`config.mk`:
```
export PLATFORM = sky130hd
export DESIGN_NAME = pbs_digit_recomposer_flat
export DESIGN_NICKNAME = d
export VERILOG_FILES = /design/src/rtl/pbs_digit_recomposer_if.sv /design/src/rtl/pbs_digit_recomposer.sv /design/src/flat_wrapper.sv
export SDC_FILE = /design/constraint.sdc
export NUM_CORES = 1
export LEC_CHECK = 0
export ABC_AREA = 1
export BUFFER_PORTS_ARGS = -buffer_cell sky130_fd_sc_hd__buf_2
export CAP_MARGIN = 0
export CORE_AREA = 2 2 95 74
export DETAILED_ROUTE_END_ITERATION = 16
export DIE_AREA = 0 0 97 76
export PLACE_DENSITY = 0.79
export SYNTH_ARGS = -nofsm -noshare
export SYNTH_HDL_FRONTEND = slang
export SYNTH_SLANG_ARGS = --single-unit
```
`constraint.sdc`:
```
create_clock -name clk -period 11.7 [get_ports clk]
set_input_delay 1.755 -clock clk [delete_from_list [all_inputs] [get_ports clk]]
set_output_delay 1.755 -clock clk [all_outputs]
set_load 0.005 [all_outputs]
```
`src/rtl/pbs_digit_recomposer_if.sv`:
```
// Digit-in / coefficient-out stream bundle for the PBS digit recomposer.
// The master side feeds signed digits and consumes coefficients; the slave
// side is the recomposer itself.
interface pbs_digit_recomposer_if #(
  parameter int B_W  = 3,
  parameter int OP_W = 21
);
  // Digit stream (one decomposition level per beat)
  logic            in_vld;
  logic            in_rdy;
  logic [B_W:0]    in_digit;
  logic            in_last;
  // Coefficient stream
  logic            out_vld;
  logic            out_rdy;
  logic [OP_W-1:0] out_coef;

  modport master (
    output in_vld, in_digit, in_last, out_rdy,
    input  in_rdy, out_vld, out_coef
  );

  modport slave (
    input  in_vld, in_digit, in_last, out_rdy,
    output in_rdy, out_vld, out_coef
  );
endinterface

```
`src/rtl/pbs_digit_recomposer.sv`:
```
// Recomposes a coefficient modulo 2^OP_W from L signed base-2^B_W digits,
// most-significant level first. One digit per cycle; the finished coefficient
// is held in a single output register until the consumer takes it. Framing
// errors (early or missing in_last) raise a one-cycle err pulse and a sticky flag.
module pbs_digit_recomposer #(
  parameter int B_W  = 3,
  parameter int L    = 5,
  parameter int OP_W = 21
) (
  input  logic                  clk,
  input  logic                  a_rst_n,
  pbs_digit_recomposer_if.slave bus,
  output logic                  err,
  output logic                  err_sticky
);

  localparam int LVL_W = (L > 1) ? $clog2(L) : 1;
  localparam logic [LVL_W-1:0] LVL_LAST = LVL_W'(L - 1);

  // Every level must keep a non-negative weight inside the modulus.
  if (L * B_W > OP_W) begin : g_param_check
    $error("pbs_digit_recomposer: L*B_W must not exceed OP_W");
  end

  // lvl == 0 is IDLE (next digit starts a fresh coefficient), 1..L-1 is ACC.
  logic [LVL_W-1:0] lvl_q, lvl_d;
  logic [OP_W-1:0]  acc_q, acc_d;
  logic [OP_W-1:0]  out_coef_q, out_coef_d;
  logic             out_vld_q, out_vld_d;
  logic             err_q, err_d;
  logic             err_sticky_q, err_sticky_d;

  logic             in_rdy;
  logic             accept;
  logic             at_last;
  logic [OP_W-1:0]  digit_ext;
  logic [OP_W-1:0]  acc_sum;
  int               shamt;

  // State register: counter, accumulator, output holding register, error flags.
  // NOTE: sequential state uses non-blocking assignments so every register
  // samples the pre-edge values of the others.
  always_ff @(posedge clk or negedge a_rst_n) begin
    if (!a_rst_n) begin
      lvl_q        <= '0;
      acc_q        <= '0;
      out_coef_q   <= '0;
      out_vld_q    <= 1'b0;
      err_q        <= 1'b0;
      err_sticky_q <= 1'b0;
    end else begin
      lvl_q        <= lvl_d;
      acc_q        <= acc_d;
      out_coef_q   <= out_coef_d;
      out_vld_q    <= out_vld_d;
      err_q        <= err_d;
      err_sticky_q <= err_sticky_d;
    end
  end

  // Next state: add the weighted digit, close the coefficient on the last
  // level, and abort the frame on an early in_last.
  // NOTE: every signal gets a default before the branches, so no path can
  // leave one unassigned and infer a latch.
  always_comb begin
    accept    = bus.in_vld && in_rdy;
    at_last   = (lvl_q == LVL_LAST);
    digit_ext = OP_W'(signed'(bus.in_digit));
    shamt     = OP_W - (int'(lvl_q) + 1) * B_W;
    acc_sum   = ((lvl_q == '0) ? '0 : acc_q) + (digit_ext << shamt);

    lvl_d      = lvl_q;
    acc_d      = acc_q;
    out_coef_d = out_coef_q;
    out_vld_d  = out_vld_q && !bus.out_rdy;
    err_d      = 1'b0;

    if (accept) begin
      if (at_last) begin
        // Final level always completes; a missing in_last is still flagged.
        lvl_d      = '0;
        acc_d      = '0;
        out_coef_d = acc_sum;
        out_vld_d  = 1'b1;
        err_d      = !bus.in_last;
      end else if (bus.in_last) begin
        lvl_d = '0;
        acc_d = '0;
        err_d = 1'b1;
      end else begin
        lvl_d = lvl_q + LVL_W'(1);
        acc_d = acc_sum;
      end
    end

    err_sticky_d = err_sticky_q || err_d;
  end

  // Outputs: only the final digit can be back-pressured, and only while an
  // unconsumed coefficient is still sitting in the output register.
  always_comb begin
    in_rdy       = (lvl_q != LVL_LAST) || !out_vld_q || bus.out_rdy;
    bus.in_rdy   = in_rdy;
    bus.out_vld  = out_vld_q;
    bus.out_coef = out_coef_q;
    err          = err_q;
    err_sticky   = err_sticky_q;
  end

endmodule

```
`src/flat_wrapper.sv`:
```
// flat-port wrapper written by rule: the top's interface ports become plain ports
module pbs_digit_recomposer_flat 
#(
  parameter int B_W  = 3,
  parameter int L    = 5,
  parameter int OP_W = 21
)
  (clk, a_rst_n, err, err_sticky, bus_in_vld, bus_in_digit, bus_in_last, bus_out_rdy, bus_in_rdy, bus_out_vld, bus_out_coef);
  pbs_digit_recomposer_if #(.B_W(B_W), .OP_W(OP_W)) bus_i ();
  input  logic clk;
  input  logic a_rst_n;
  output logic err;
  output logic err_sticky;
  input wire logic [$bits(bus_i.in_vld)-1:0] bus_in_vld;
  input wire logic [$bits(bus_i.in_digit)-1:0] bus_in_digit;
  input wire logic [$bits(bus_i.in_last)-1:0] bus_in_last;
  input wire logic [$bits(bus_i.out_rdy)-1:0] bus_out_rdy;
  output wire logic [$bits(bus_i.in_rdy)-1:0] bus_in_rdy;
  output wire logic [$bits(bus_i.out_vld)-1:0] bus_out_vld;
  output wire logic [$bits(bus_i.out_coef)-1:0] bus_out_coef;
  assign bus_i.in_vld = bus_in_vld;
  assign bus_i.in_digit = bus_in_digit;
  assign bus_i.in_last = bus_in_last;
  assign bus_i.out_rdy = bus_out_rdy;
  assign bus_in_rdy = bus_i.in_rdy;
  assign bus_out_vld = bus_i.out_vld;
  assign bus_out_coef = bus_i.out_coef;
  pbs_digit_recomposer #(.B_W(B_W), .L(L), .OP_W(OP_W)) u_core (.clk(clk), .a_rst_n(a_rst_n), .bus(bus_i), .err(err), .err_sticky(err_sticky));
endmodule
```
---- Word-level counts from Yosys, hierarchy flattened ----
Index checks and enable logic that the tools add are counted.
word-level totals
  register bits after elaboration ......... 48
  output and inout port bits .............. 25
operators by class
  add/subtract/negate cells ............... 4
  multipliers ............................. 1
  equality and inequality tests ........... 2
  shifts and indexed selects .............. 1
  muxes and demuxes ....................... 10
  reduce and logical (&&, ||, !) cells .... 10
operators with widths
  kind                     count
  $mux W21                 3
  $mul A32 B3 Y32 const B  1
  $shl A21 B32 Y21         1
  $sub A6 B32 Y32 const A  1
  $add A21 B21 Y21         1
  $mux W3                  2
  $mux W1                  5
  $add A3 B1 Y4 const B    1
  $add A3 B1 Y3 const B    1
  $eq A3 B3 Y1 const B     1
  $logic_not A1 Y1         3
  $logic_not A3 Y1         1
  $logic_or A1 B1 Y1       3
  $ne A3 B3 Y1 const B     1
  $logic_and A1 B1 Y1      2
  $reduce_and A2 Y1        1

---- Logic depth before layout (Yosys ltp) ----
Gate-level depths: netlist (run 1).
  depth in word-level cells ............... 7
  mapped depth ............................ 31
  depth with buffers taken out ............ 30

---- Least setup slack after synthesis (run 1) ----
No wires, ideal clock.
  path type ............................... register -> register
  from .................................... register u_core.lvl_q[0]
  to ...................................... register u_core.acc_q[16]
  library setup time ...................... 0.134 ns
  arrival time ............................ 4.131 ns
  setup slack ............................. 7.436 ns
  stages on the path, launching flop included .. 30
  path buffers ............................ 1
  clock period less this slack ............ 4.264 ns
  path through ............................ dfrtp_1 buf_6 inv_2 ha_1 inv_1 ha_1 ha_1 inv_1 fa_1 xor2_1 nand2_2 nand2_4 inv_6 nor2_8 inv_2 nor2_2 inv_2 nor2_4 inv_2 fa_1 inv_1 nand3_1 nand2_1 a21boi_2 o21ai_1 nand3_1 nand2_1 nand2_1 nand3_1 o21ai_0
on the way
  cells in the longest elaborated chain, start to end .. 7
RTL lines
  what                    RTL line                    RTL
  start, declared         pbs_digit_recomposer.sv:26  logic [LVL_W-1:0] lvl_q, lvl_d;
  start signal, assigned  pbs_digit_recomposer.sv:52  lvl_q <= lvl_d;
  $add A3 B1 Y4           pbs_digit_recomposer.sv:69  shamt = OP_W - (int'(lvl_q) + 1) * B_W;
  $mul A32 B3 Y32         pbs_digit_recomposer.sv:69
  $sub A6 B32 Y32         pbs_digit_recomposer.sv:69
  $shl A21 B32 Y21        pbs_digit_recomposer.sv:70  acc_sum = ((lvl_q == '0) ? '0 : acc_q) + (digit_ext << shamt);
  $add A21 B21 Y21        pbs_digit_recomposer.sv:70
  $mux W21                pbs_digit_recomposer.sv:86  end else if (bus.in_last) begin
  $mux W21                pbs_digit_recomposer.sv:79  if (at_last) begin
  end signal, assigned    pbs_digit_recomposer.sv:46  acc_q <= '0;
  end signal, assigned    pbs_digit_recomposer.sv:53  acc_q <= acc_d;
  end, declared           pbs_digit_recomposer.sv:27  logic [OP_W-1:0] acc_q, acc_d;
Several ways; a longest one is shown, not always the timed one.
A chain may end at the register's enable or synchronous reset.

---- Worst setup path in the final report (run 1) ----
Same ends and word-level chain as after synthesis.

==> results of run 1 <==
metrics by stage:
stage	setup slack, ns	cell area [um2]	power (W)	hold WS, ns	cells
2_1_floorplan	7.44	3760	0.000619	0.449	528
3_3_place_gp	6.71	3960	0.000740	0.453	633
3_5_place_dp	6.63	3960	0.000750	0.462	633
4_1_cts	6.62	4060	0.000864	0.488	641
5_1_grt	6.15	4060	0.000950	0.508	641
6_report	6.63	4060	0.000870	0.483	641
worst max-delay path by stage:
stage / to / slack [ns] / startpoint / depth (start not counted)
after global routing: u_core.acc_q[16]$_DFFE_PN0P_ / 6.15 / u_core.lvl_q[0]$_DFFE_PN0P_ / 25
after global placement: u_core.acc_q[16]$_DFFE_PN0P_ / 6.71 / u_core.lvl_q[0]$_DFFE_PN0P_ / 25
after floorplan: u_core.acc_q[16]$_DFFE_PN0P_ / 7.44 / u_core.lvl_q[0]$_DFFE_PN0P_ / 29
final: u_core.acc_q[16]$_DFFE_PN0P_ / 6.63 / u_core.lvl_q[0]$_DFFE_PN0P_ / 25
after CTS: u_core.acc_q[16]$_DFFE_PN0P_ / 6.62 / u_core.lvl_q[0]$_DFFE_PN0P_ / 25
after detailed placement: u_core.acc_q[16]$_DFFE_PN0P_ / 6.63 / u_core.lvl_q[0]$_DFFE_PN0P_ / 25
layout make-up:
| type | instances | area share |
|---|---|---|
| Inverter | 72 | 0.0678 |
| Sequential cell | 48 | 0.296 |
| Timing Repair Buffer | 34 | 0.0425 |
| Clock buffer | 6 | 0.0203 |
| Multi-Input combinational cell | 395 | 0.544 |
| Tap cell | 84 | 0.0259 |
| Clock inverter | 2 | 0.00339 |
cells in the final DEF (no fill, tap or decap), drive strengths merged, types with 3 or more instances in the layout:
master,synthesis,final
nand4,9,9
a21o,4,4
inv,72,73
nand3b,3,3
a21oi,36,36
dfrtp,48,48
o21ai,45,45
buf,9,34
nand2,123,123
ha,26,26
fa,3,3
nor2,62,62
nor3,4,4
nor4,3,3
o22ai,12,12
clkbuf,4,6
xor2,5,5
xnor2,7,7
or2,3,3
nand3,40,40
critical path: stages, from the launching register on:
cell,delay (ns)
dfrtp_1,0.66
inv_2,0.16
ha_1,0.42
inv_1,0.10
ha_1,0.19
ha_1,0.27
inv_1,0.05
fa_1,0.45
xor2_1,0.23
nand2_2,0.09
nand2_4,0.12
inv_6,0.06
nor3_1,0.16
ha_1,0.29
inv_1,0.10
fa_1,0.41
inv_1,0.10
nand3_1,0.06
nand2_1,0.18
a21boi_2,0.12
o21ai_1,0.23
nand3_1,0.17
nand2_1,0.09
nand2_1,0.06
nand3_1,0.06
o21ai_0,0.09
cell families (layout without fill, tap and decap cells):
kind of cell    after synthesis  count (layout)  share of synthesized area
buf+inv                      85             114                     0.0923
simple gates                249             249                      0.300
xor+xnor                     12              12                     0.0320
flops                        48              48                      0.320
compound gates              105             105                      0.153
fa+ha+maj                    29              29                      0.103
per-layer routing:
layer,up-vias,track usage,part of all wire
met5,-,0,0
li1,1789,-,-
met2,162,0.415,0.42
met4,0,0.0662,0.014
met1,1678,0.417,0.48
met3,12,0.0376,0.077
where the power goes:
group,internal [W],switching [W]
Clock,0.0000485,0.0000627
Sequential,0.000218,0.0000247
Combinational,0.000180,0.000336
cells in the mapped netlist (6+ instances only):
cell type / number / share of area
nand2_2: 6 / 0.010
o22ai_1: 12 / 0.020
nor2_1: 56 / 0.056
ha_1: 26 / 0.087
buf_2: 6 / 0.0080
nand2_1: 116 / 0.12
nand3_1: 38 / 0.051
dfrtp_1: 48 / 0.32
nand4_1: 9 / 0.015
inv_1: 67 / 0.067
o21ai_0: 33 / 0.044
a21oi_1: 36 / 0.048
o21ai_1: 11 / 0.015
state kept, by name (all words and copies together) (netlist names):
register	cells
u_core.bus.out_coef	21
u_core.lvl_q	3
u_core.acc_q	21
u_core.err	1
u_core.bus.out_vld	1
u_core.err_sticky	1
==> reports/results.ini, run 1 <==
[flow_run]
maxCapViolCount = 0

[yosys]
synthFlopType = dfrtp_1
ys_types = 43
syn_nets = 566
synth_edf_count = 0
yosys_warnings = 0
synth_area_um2 = 3760
synth_area_per_cell_um2 = 7.11
syn_inst = 528
yosysSeqAreaShare = 0.320
async_flop_share = 1.00
synth_seq_cells = 48

[drt]
wl_um = 9710
avgViaCountPerCell = 5.68
drc = 0
drtIter0Drc = 278
wl_per_cell_um = 15.1
drt-pass1-iter-count = 5
vias = 3641
final_antenna_net_count = 0

[min_path]
min_to = u_core.bus.out_coef[9]$_DFFE_PN0P_
hold_path.class = reg2reg
hold_start = u_core.bus.out_coef[9]$_DFFE_PN0P_
whs_path_depth = 2

[critical_path]
r2r_start = u_core.lvl_q[0]$_DFFE_PN0P_
cp.required_ns = 11.88
worst-path-max-fanout = 11
crit_path_start_kind = flop
r2r_slack_ns = 6.63
worstRegToRegCells = 25
reg2reg_to = u_core.acc_q[16]$_DFFE_PN0P_
crit_arrival_ns = 5.25
crit_type = reg2reg
end_kind = flop

[layout]
area_growth_pct = 8.06
fill_cells = 607
regArea_um2 = 1200
diodes = 0
fin_nets = 594
final_util = 0.621
drive_above_1_share = 0.120
multi_input_area_um2 = 2210

[power]
p_leak_nw = 2.16
vdd_drop_max_v = 0.0000998
power_density_nw_per_um2 = 214

[sta]
final_max_slew_viol_count = 0
fin_worst_skew_ns = 0.0121
rsz0062_at_grt = no
fin_crit_sh = 0.433
fin_crit_ns = 5.07
slew_headroom = 0.289
hold_violations = 0
worst_slew_pin_slew_ns = 1.07
setup_viol = 0
fmax_ghz = 0.197
setup_tns_ns = 0

[grt]
overflow = 0
grt_pass1_vias = 3443
antenna_found_initial = 0
grt_max_degree = 49
grt_usage = 0.274
grt_pass1_wl_um = 16600

[place]
place_congestion = 1.04
hpwl_um = 7560
io_buffers = 33

[cts]
cts_tree = yes
clk_latency_ns = 0.31
numCtsBuffers = 5
post_cts_buffers = 0
clk_pin_slew_ns = 0.10
cts.htree.levels = 2
cts_root_buffer = clkbuf_8
cts_resized = 0
cts_buffer_depth = 2
cts_num_sinks = 48
ctsHoldBuffers = 0

[die]
coreArea_um2 = 6540
start_util = 0.574
row_count = 26
design.portCount = 34
die_w_um = 97
dieHeight_um = 76
dieArea_um2 = 7370

[status]
status = completed

No activity file was read; power rests on OpenSTA's default activity.
==> run 2: changes to the inputs <==
clock period = 5 ns   (was 11.7 ns; I/O delays follow)
==> run 2 against run 1 <==
Wire length increased by 5.2%. Non-clock buffer count is 1 higher. Utilization is 0.25 points higher. Cell area up 0.40%. Critical path depth did not move. Largest cell class unchanged. Final cell count is 0.16% higher.
==> reports/results.ini, run 2 (same netlist as run 1, synthesis figures left out) <==
[die]
start_util = 0.574
die_w_um = 97
row_count = 26
dieHeight_um = 76
dieArea_um2 = 7370
coreArea_um2 = 6540
design.portCount = 34

[place]
io_buffers = 33
hpwl_um = 7950
place_congestion = 0.974

[cts]
cts_num_sinks = 48
clk_latency_ns = 0.32
cts_resized = 0
cts_root_buffer = clkbuf_8
post_cts_buffers = 0
cts_tree = yes
clk_pin_slew_ns = 0.11
cts_buffer_depth = 2
ctsHoldBuffers = 0
numCtsBuffers = 5
cts.htree.levels = 2

[grt]
grt_pass1_vias = 3438
grt_usage = 0.287
antenna_found_initial = 0
grt_pass1_wl_um = 17100
grt_max_degree = 49
overflow = 0

[layout]
final_util = 0.623
final_common_cell = nand2_1
final_cell_mix = 116 x nand2_1, 67 x inv_1, 56 x nor2_1
fill_cells = 624
drive_above_1_share = 0.129
diodes = 0
area_growth_pct = 8.49
fin_nets = 595

[drt]
met1Wirelength_um = 4990
wl_um = 10200
drtIter0Drc = 243
highest_layer = met4
met3_length_um = 704
drt-pass1-iter-count = 5
wl_per_cell_um = 15.9
drc = 0
avgViaCountPerCell = 5.67
vias = 3637
final_antenna_net_count = 0
wl_met2_um = 4240

[min_path]
min_to = u_core.bus.out_coef[11]$_DFFE_PN0P_
whs_path_depth = 2
hold_start = u_core.bus.out_coef[11]$_DFFE_PN0P_
hold_path.class = reg2reg

[power]
netSwitchingPower_w = 0.00101
p_comb_frac = 0.594
internal_power_w = 0.00105
p_leak_nw = 2.16
pwr-share-seq = 0.277
swShare = 0.490
power_density_nw_per_um2 = 505
vdd_drop_max_v = 0.000214
pwr-share-clk = 0.129

[sta]
fin_crit_sh = 0.933
rsz0062_at_grt = no
fin_crit_ns = 4.67
setup_tns_ns = 0
fmax_ghz = 0.214
slew_headroom = 0.260
fin_worst_skew_ns = 0.0125
setup_viol = 0
final_max_slew_viol_count = 0
worst_slew_pin_slew_ns = 1.11
hold_violations = 0

[critical_path]
crit_path_start_kind = flop
reg2reg_to = u_core.acc_q[16]$_DFFE_PN0P_
crit_arrival_ns = 4.85
end_kind = flop
worst-path-max-fanout = 8
worstRegToRegCells = 25
cp.required_ns = 5.18
r2r_start = u_core.lvl_q[1]$_DFFE_PN0P_
crit_type = reg2reg
r2r_slack_ns = 0.33

[status]
status = completed

[flow_run]
maxCapViolCount = 0

## run 2: cell count changes in the layout (fill, tap and decap cells not counted)
cell / previous run / this run
dfrtp_1: 48 / 46
dfrtp_2: 0 / 2
buf_4: 1 / 2
ha_1: 26 / 25
ha_2: 0 / 1
o21ai_1: 11 / 10
o21ai_2: 1 / 2
## run 2: metrics by stage
step / setup WS [ns] / hold WS, ns / cell area [um2] / instances / total power [W]
2_1_floorplan: 0.736 / 0.449 / 3760 / 528 / 0.00145
5_1_grt: 0.00890 / 0.500 / 4080 / 642 / 0.00224
6_report: 0.333 / 0.482 / 4080 / 642 / 0.00206
3_5_place_dp: 0.184 / 0.459 / 3970 / 634 / 0.00178
3_3_place_gp: 0.297 / 0.449 / 3970 / 634 / 0.00175
4_1_cts: 0.175 / 0.483 / 4070 / 642 / 0.00204
## run 2: layer usage
layer | vias to the layer above | global-route usage
met4 | 0 | 0.0873
met5 | - | 0
li1 | 1792 | -
met2 | 145 | 0.424
met3 | 22 | 0.0440
met1 | 1678 | 0.436
## run 2: worst max-delay path: stages (launching register included)
cell and delay, ns:
dfrtp_2 0.45, inv_1 0.09, ha_1 0.37, inv_1 0.10, ha_1 0.19, ha_1 0.27
inv_1 0.05, fa_1 0.46, xor2_1 0.21, nand2_2 0.08, nand2_4 0.12, inv_6 0.06
nor3_1 0.18, ha_2 0.26, inv_1 0.08, fa_1 0.42, inv_1 0.13, nand3_1 0.08
nand2_1 0.18, a21boi_2 0.11, o21ai_2 0.18, nand3_1 0.14, nand2_1 0.09, nand2_1 0.06
nand3_1 0.06, o21ai_0 0.09
## run 2: layout make-up
| type | count | area [um2] | share of cell area |
|---|---|---|---|
| Timing Repair Buffer | 35 | 180 | 0.0442 |
| Inverter | 72 | 275 | 0.0675 |
| Sequential cell | 48 | 1200 | 0.295 |
| Multi-Input combinational cell | 395 | 2210 | 0.543 |
| Clock buffer | 6 | 82.6 | 0.0203 |
| Clock inverter | 2 | 13.8 | 0.00338 |
| Tap cell | 84 | 105 | 0.0258 |
## run 2: worst max-delay path by stage
stage	startpoint	endpoint	slack (ns)	cells after the start
floorplan	u_core.lvl_q[0]$_DFFE_PN0P_	u_core.acc_q[16]$_DFFE_PN0P_	0.74	29
global placement	u_core.lvl_q[0]$_DFFE_PN0P_	u_core.acc_q[16]$_DFFE_PN0P_	0.30	25
detailed placement	u_core.lvl_q[1]$_DFFE_PN0P_	u_core.acc_q[16]$_DFFE_PN0P_	0.18	25
CTS	u_core.lvl_q[1]$_DFFE_PN0P_	u_core.acc_q[16]$_DFFE_PN0P_	0.18	25
global route	u_core.lvl_q[0]$_DFFE_PN0P_	u_core.bus.out_coef[14]$_DFFE_PN0P_	0.009	26
finish	u_core.lvl_q[1]$_DFFE_PN0P_	u_core.acc_q[16]$_DFFE_PN0P_	0.33	25
## run 2: power by group through the flow
stage / combinational (W) / sequential, W / clock, W
after detailed placement: 0.00120 / 0.000577 / 0
after floorplan: 0.000874 / 0.000575 / 0
after global routing: 0.00137 / 0.000585 / 0.000283
after global placement: 0.00117 / 0.000571 / 0
after CTS: 0.00120 / 0.000570 / 0.000270
final: 0.00122 / 0.000570 / 0.000266
